**config.mk**
```make
export PLATFORM = sky130hd
export DESIGN_NAME = spi_slave_single
export DESIGN_NICKNAME = d
export VERILOG_FILES = /design/src/rtl/spi_slave_single_pkg.sv /design/src/rtl/spi_slave_single_sync_edge_det.sv /design/src/rtl/spi_slave_single.sv
export SDC_FILE = /design/constraint.sdc
export NUM_CORES = 1
export LEC_CHECK = 0
export CORE_MARGIN = 10
export CORE_UTILIZATION = 30
export CTS_CLUSTER_DIAMETER = 40
export CTS_CLUSTER_SIZE = 14
export DETAILED_ROUTE_END_ITERATION = 12
export GPL_TIMING_DRIVEN = 0
export PLACE_DENSITY = 0.48
export SLEW_MARGIN = 40
export SYNTH_ARGS = -nofsm -noshare
export SYNTH_HDL_FRONTEND = slang
export SYNTH_SLANG_ARGS = --single-unit
export TNS_END_PERCENT = 30
```
**constraint.sdc**
```tcl
create_clock -name clkIn -period 3.2 [get_ports clkIn]
set_input_delay 0.96 -clock clkIn [delete_from_list [all_inputs] [get_ports clkIn]]
set_output_delay 0.96 -clock clkIn [all_outputs]
set_load 0.03 [all_outputs]
```
**src/rtl/spi_slave_single_pkg.sv**
```systemverilog
// Shared SPI definitions: FSM encoding, mode constants and edge-role helper.
// Also used by the SPI controller block.
package spi_pkg;

   typedef enum logic {
      ST_IDLE   = 1'b0,
      ST_ACTIVE = 1'b1
   } state_e;

   // Mode numbering is {CPOL, CPHA}.
   localparam logic [1:0] SPI_MODE0 = 2'b00;
   localparam logic [1:0] SPI_MODE1 = 2'b01;
   localparam logic [1:0] SPI_MODE2 = 2'b10;
   localparam logic [1:0] SPI_MODE3 = 2'b11;

   function automatic logic sample_on_rise(input int cpol, input int cpha);
      logic [1:0] mode;
      mode = {cpol[0], cpha[0]};
      case (mode)
         SPI_MODE0, SPI_MODE3: return 1'b1;
         SPI_MODE1, SPI_MODE2: return 1'b0;
         default:              return 1'b1;
      endcase
   endfunction

endpackage

```
**src/rtl/spi_slave_single_sync_edge_det.sv**
```systemverilog
// Two-flop synchronizer with registered rise/fall strobes for one async pin.
// The strobes appear three clkIn cycles after the pin edge; levelOut is aligned with them.
module sync_edge_det
   import spi_pkg::*;
#(
   parameter logic RST_VAL = 1'b0
) (
   input  logic clkIn,
   input  logic rstIn,
   input  logic dIn,
   output logic levelOut,
   output logic riseOut,
   output logic fallOut
);

   logic meta_q, sync_q, prev_q, rise_q, fall_q;

   always_ff @(posedge clkIn) begin
      if (rstIn) begin
         meta_q <= RST_VAL;
         sync_q <= RST_VAL;
         prev_q <= RST_VAL;
         rise_q <= 1'b0;
         fall_q <= 1'b0;
      end else begin
         meta_q <= dIn;
         sync_q <= meta_q;
         prev_q <= sync_q;
         rise_q <= sync_q & ~prev_q;
         fall_q <= ~sync_q & prev_q;
      end
   end

   assign levelOut = prev_q;
   assign riseOut  = rise_q;
   assign fallOut  = fall_q;

endmodule

```
**src/rtl/spi_slave_single.sv**
```systemverilog
// Single-lane SPI peripheral, fully oversampled in the clkIn domain.
// LSB-first full-duplex words with a one-deep TX holding register.
module spi_slave_single
   import spi_pkg::*;
#(
   parameter int                    DATA_WIDTH = 8,
   parameter int                    CPOL       = 0,
   parameter int                    CPHA       = 0,
   parameter logic [DATA_WIDTH-1:0] DEFAULT_TX = '0
) (
   input  logic                  clkIn,
   input  logic                  rstIn,
   input  logic                  sclkIn,
   input  logic                  csLowIn,
   input  logic                  mosiIn,
   output logic                  misoOut,
   output logic                  misoEnOut,
   input  logic [DATA_WIDTH-1:0] txDataIn,
   input  logic                  txWrEnIn,
   output logic                  txRdyOut,
   output logic [DATA_WIDTH-1:0] rxDataOut,
   output logic                  rxValidOut,
   output logic                  txUndOut
);

   localparam logic           SAMPLE_ON_RISE = sample_on_rise(CPOL, CPHA);
   localparam int             CNT_W          = $clog2(DATA_WIDTH + 1);
   localparam logic [CNT_W-1:0] LAST_BIT     = CNT_W'(DATA_WIDTH - 1);

   logic sclkLevel, sclkRise, sclkFall;
   logic csLevel, csRise, csFall;
   logic mosiLevel, mosiRise, mosiFall;
   logic unusedEdges;

   sync_edge_det #(.RST_VAL(CPOL != 0)) u_sync_sclk (
      .clkIn(clkIn), .rstIn(rstIn), .dIn(sclkIn),
      .levelOut(sclkLevel), .riseOut(sclkRise), .fallOut(sclkFall)
   );

   sync_edge_det #(.RST_VAL(1'b1)) u_sync_cs (
      .clkIn(clkIn), .rstIn(rstIn), .dIn(csLowIn),
      .levelOut(csLevel), .riseOut(csRise), .fallOut(csFall)
   );

   sync_edge_det #(.RST_VAL(1'b0)) u_sync_mosi (
      .clkIn(clkIn), .rstIn(rstIn), .dIn(mosiIn),
      .levelOut(mosiLevel), .riseOut(mosiRise), .fallOut(mosiFall)
   );

   assign unusedEdges = ^{sclkLevel, csLevel, mosiRise, mosiFall};

   logic sampleEdge, shiftEdge;
   assign sampleEdge = SAMPLE_ON_RISE ? sclkRise : sclkFall;
   assign shiftEdge  = SAMPLE_ON_RISE ? sclkFall : sclkRise;

   state_e                  state_q;
   logic [CNT_W-1:0]        bitCnt_q;
   logic [DATA_WIDTH-1:0]   hold_q, txShift_q, rxShift_q, rxData_q;
   logic                    txRdy_q, rxValid_q, txUnd_q, miso_q, misoEn_q;

   logic                    doLoad_d;
   logic [DATA_WIDTH-1:0]   loadWord_d;
   logic [DATA_WIDTH-1:0]   rxNext_d;

   // A word load happens at CS fall for CPHA=0, otherwise on a shift edge at a word boundary.
   always_comb begin
      doLoad_d = 1'b0;
      if (state_q == ST_IDLE) begin
         doLoad_d = csFall && (CPHA == 0);
      end else begin
         doLoad_d = !csRise && shiftEdge && (bitCnt_q == '0);
      end
   end

   assign loadWord_d = txRdy_q ? DEFAULT_TX : hold_q;
   assign rxNext_d   = {mosiLevel, rxShift_q[DATA_WIDTH-1:1]};

   always_ff @(posedge clkIn) begin
      if (rstIn) begin
         state_q   <= ST_IDLE;
         bitCnt_q  <= '0;
         misoEn_q  <= 1'b0;
         miso_q    <= 1'b0;
         txRdy_q   <= 1'b1;
         rxData_q  <= '0;
         rxValid_q <= 1'b0;
         txUnd_q   <= 1'b0;
      end else begin
         rxValid_q <= 1'b0;
         txUnd_q   <= 1'b0;

         if (doLoad_d) begin
            txShift_q <= loadWord_d >> 1;
            miso_q    <= loadWord_d[0];
            txRdy_q   <= 1'b1;
            txUnd_q   <= txRdy_q;
         end
         // A write alongside an underrun load still lands for the following word.
         if (txWrEnIn && txRdy_q) begin
            hold_q  <= txDataIn;
            txRdy_q <= 1'b0;
         end

         case (state_q)
            ST_IDLE: begin
               bitCnt_q <= '0;
               misoEn_q <= 1'b0;
               if (csFall) begin
                  misoEn_q <= 1'b1;
                  state_q  <= ST_ACTIVE;
               end
            end
            ST_ACTIVE: begin
               if (csRise) begin
                  state_q  <= ST_IDLE;
                  misoEn_q <= 1'b0;
                  bitCnt_q <= '0;
               end else if (sampleEdge) begin
                  rxShift_q <= rxNext_d;
                  if (bitCnt_q == LAST_BIT) begin
                     bitCnt_q  <= '0;
                     rxData_q  <= rxNext_d;
                     rxValid_q <= 1'b1;
                  end else begin
                     bitCnt_q <= bitCnt_q + CNT_W'(1);
                  end
               end else if (shiftEdge && (bitCnt_q != '0)) begin
                  miso_q    <= txShift_q[0];
                  txShift_q <= txShift_q >> 1;
               end
            end
            default: state_q <= ST_IDLE;
         endcase
      end
   end

   assign misoOut    = miso_q;
   assign misoEnOut  = misoEn_q;
   assign txRdyOut   = txRdy_q;
   assign rxDataOut  = rxData_q;
   assign rxValidOut = rxValid_q;
   assign txUndOut   = txUnd_q;

endmodule
```
==> key figures <==
STA
  • Final Critical Period: 2.360 ns
  • Setup tns final: 0 ns
  • RSZ-0062 raised after global routing: false
  • Fin Clk Skew: 0.01039 ns
  • Worst Tran Pin Value: 0.6279 ns
  • Final hold slack: 0.4058 ns
  • Rel. slew slack: 57.99%
  • Max Clock Freq: 423.8 MHz
  • Hold Vio Cnt, Final: 0
  • # setup viols final: 0
  • Max-slew violation count: 0
  • Period Utilization, post-route: 73.74%

Logic synthesis
  • Post-Synthesis Cell Area: 1979 um2
  • Top_reg_cell synth: dfxtp_1
  • Top cells by count, synth: 31 x dfxtp_1, 23 x edfxtp_1, 22 x nor2_1
  • Asr flop ratio synth: 0%
  • Post-synthesis sequential area ratio: 66.25%
  • Syn Inst Count: 161
  • Number of synthesized flops with an enable pin: 23
  • Synth Warn #: 0
  • Netlist cell types: 30
  • Syn avg cell area: 12.29 um2
  • Area leader, netlist: edfxtp_1
  • Post-Syn Nets: 177
  • Top-count cell post-synth: dfxtp_1
  • Synth area leaders: edfxtp_1 35%, dfxtp_1 31%, mux2i_1 4.6%
  • Register bit total from synthesis: 54
  • Top-area cell type share of the netlist area: 34.89%

Routing
  • Final wirelength: 3.478 mm
  • Wire per inst: 12.79 um
  • Residual DRC: 0
  • Iter 0 DRT Violations: 82
  • Via count: 1220
  • Drt first pass iters: 4
  • DR vias/cell: 4.485
  • Post-route ant nets: 0

Clock network
  • Post-cts sizing count: 0
  • CTS Buf Count: 5
  • Worst-Skew Late Latency: 0.30 ns
  • Clock-pin slew on the worst setup and hold paths: 0.10 ns
  • Htree depth: 2
  • Clock sinks: 54
  • # hold bufs at CTS: 0
  • CTS tree: yes
  • # Post-CTS Setup Buffers: 0
  • Maximum clock insertion buffer count: 2
  • CTS root buffer: clkbuf_8

Floorplan
  • Initial Utilization: 31.00%
  • Horiz. Die Dim: 101.2 um
  • Core area: 6386 um2
  • # IOs: 27
  • Chip height: 101.2 um
  • Cell Rows: 29
  • Die area: 10250 um2

GRT
  • Initial antenna violation count: 0
  • First-pass GRT wire length: 5.844 mm
  • Vias in the first global route: 1229
  • Total gr overflow: 0
  • Largest net degree at the start of global routing: 17
  • Gr usage total: 7.171%

Final layout
  • Area of the multi-input gates: 616.8 um2
  • Final #Nets: 210
  • Storage cell area: 1311 um2
  • Diodes inserted: 0
  • Final instance area: 2419 um2
  • Layout cells sized above 1: 8.718%
  • Fillers: 646
  • Layout area overhead: 22.19%

Placement
  • Placed cell areas: 2336 um2
  • GPL Wtd Cong: 0.7622
  • Port Buf Inserts: 26
  • DPL Wire Length: 2.598 mm

Setup path
  • Worst EP arrival: 2.30 ns
  • Crit-path max FO: 10
  • Worst Setup Path Type: in2reg
  • Worst setup SP type: primary input
  • R2r endpoint: txShift_q[4]
  • CP required: 3.15 ns
  • Setup crit end kind: flip-flop
  • FF-to-FF Start: bitCnt_q[0]
  • Reg2Reg Depth: 6
  • R2R setup slack: 1.46 ns

Worst hold path
  • HP Start: u_sync_sclk.levelOut
  • Hold Crit Class: reg2reg
  • Hold path depth: 1
  • Hold Path Sink: u_sync_sclk.riseOut

Power
  • Power per cell area: 481.5 nW/um2
  • LEAKAGE: 0.8914 nW
  • Maximum VDD drop: 205.9 uV
  • Total chip power: 1.165 mW

Run status
  • Status: completed

Run
  • Max-cap violations: 0
[final cells by class]
cell class,count,area share [%]
flip-flops and latches,54,54.22
inverters,6,0.9312
repair buffers,26,10.76
multi-input cells,95,25.50
clock inverters,2,0.4139
clock buffers,6,3.001
plain buffers,6,1.190
well taps,77,3.983
[flip-flops by register name, summed over array words and instances (netlist names), 4 cells and up]
name / cells
rxDataOut: 8
rxShift_q: 7
txShift_q: 8
bitCnt_q: 4
hold_q: 8
[layout by cell type (no fill, tap or decap)]
master | synthesis | layout
ha_1 | 2 | 2
o41a_1 | 1 | 1
a211o_1 | 1 | 1
inv_1 | 6 | 6
clkdlybuf4s50_1 | 0 | 26
nor2b_1 | 8 | 8
o41ai_4 | 1 | 1
edfxtp_1 | 23 | 23
nand3b_2 | 1 | 1
mux2i_1 | 9 | 9
a21oi_1 | 3 | 3
nand3b_4 | 1 | 1
dfxtp_1 | 31 | 31
or3_1 | 1 | 1
and3_1 | 4 | 4
or2_2 | 3 | 3
nand2b_1 | 2 | 2
buf_4 | 1 | 1
nand2_1 | 14 | 14
buf_2 | 2 | 2
nand4_1 | 1 | 1
clkinv_2 | 0 | 2
nor4_1 | 1 | 1
clkbuf_8 | 0 | 5
clkbuf_1 | 3 | 4
nor2_1 | 22 | 22
and2_1 | 1 | 1
o21ai_0 | 1 | 1
nand3b_1 | 7 | 7
a31oi_1 | 7 | 7
a311oi_2 | 1 | 1
nor3b_1 | 1 | 1
xnor2_1 | 2 | 2
[metal layers]
layer  GRT usage (%)  routed length, um  share of wire, %
met5               0                  0                 0
met4           3.108                 63               1.8
met3           3.540                252               7.2
met2           10.64               1495                43
met1           8.590               1666                48
[report_power, final]
group	internal (mW)	leakage, nW	switching [mW]
logic	0.0310	0.379	0.0269
registers	0.737	0.467	0.00852
clock network	0.152	0.0450	0.208
total	0.921	0.891	0.244
[logic make-up after synthesis]
logic type	share of synthesized area [%]
adder cells (fa/ha/maj)	1.264
AND/OR/NAND/NOR	18.08
multiplexers	4.551
XOR/XNOR	0.8851
buffers and inverters	2.592
AO/OA/AOI/OAI	6.384
flip-flops	66.25
[worst max-delay path: stages]
cell	delay (ns)
clkdlybuf4s50_1	0.48
clkbuf_1	0.29
nor2_1	0.57
[through the flow]
stage	util, %	setup WS [ns]	instances
final	37.87	0.8402	272
after global routing	37.87	0.7257	272
after CTS	37.87	0.7997	272
after detailed placement	36.58	0.4768	264
after global placement	36.58	0.5355	264
after floorplan	-	1.287	161
[how the worst max path moves through the flow]
| stage | from | to | slack (ns) |
|---|---|---|---|
| after global routing | rstIn | hold_q[5] | 0.73 |
| final | rstIn | hold_q[3] | 0.84 |
| after floorplan | rstIn | hold_q[0] | 1.29 |
| after CTS | rstIn | rxShift_q[3] | 0.80 |
| after detailed placement | rstIn | rxShift_q[1] | 0.48 |
| after global placement | rstIn | hold_q[4] | 0.54 |
(Power assumes the default switching activity.)
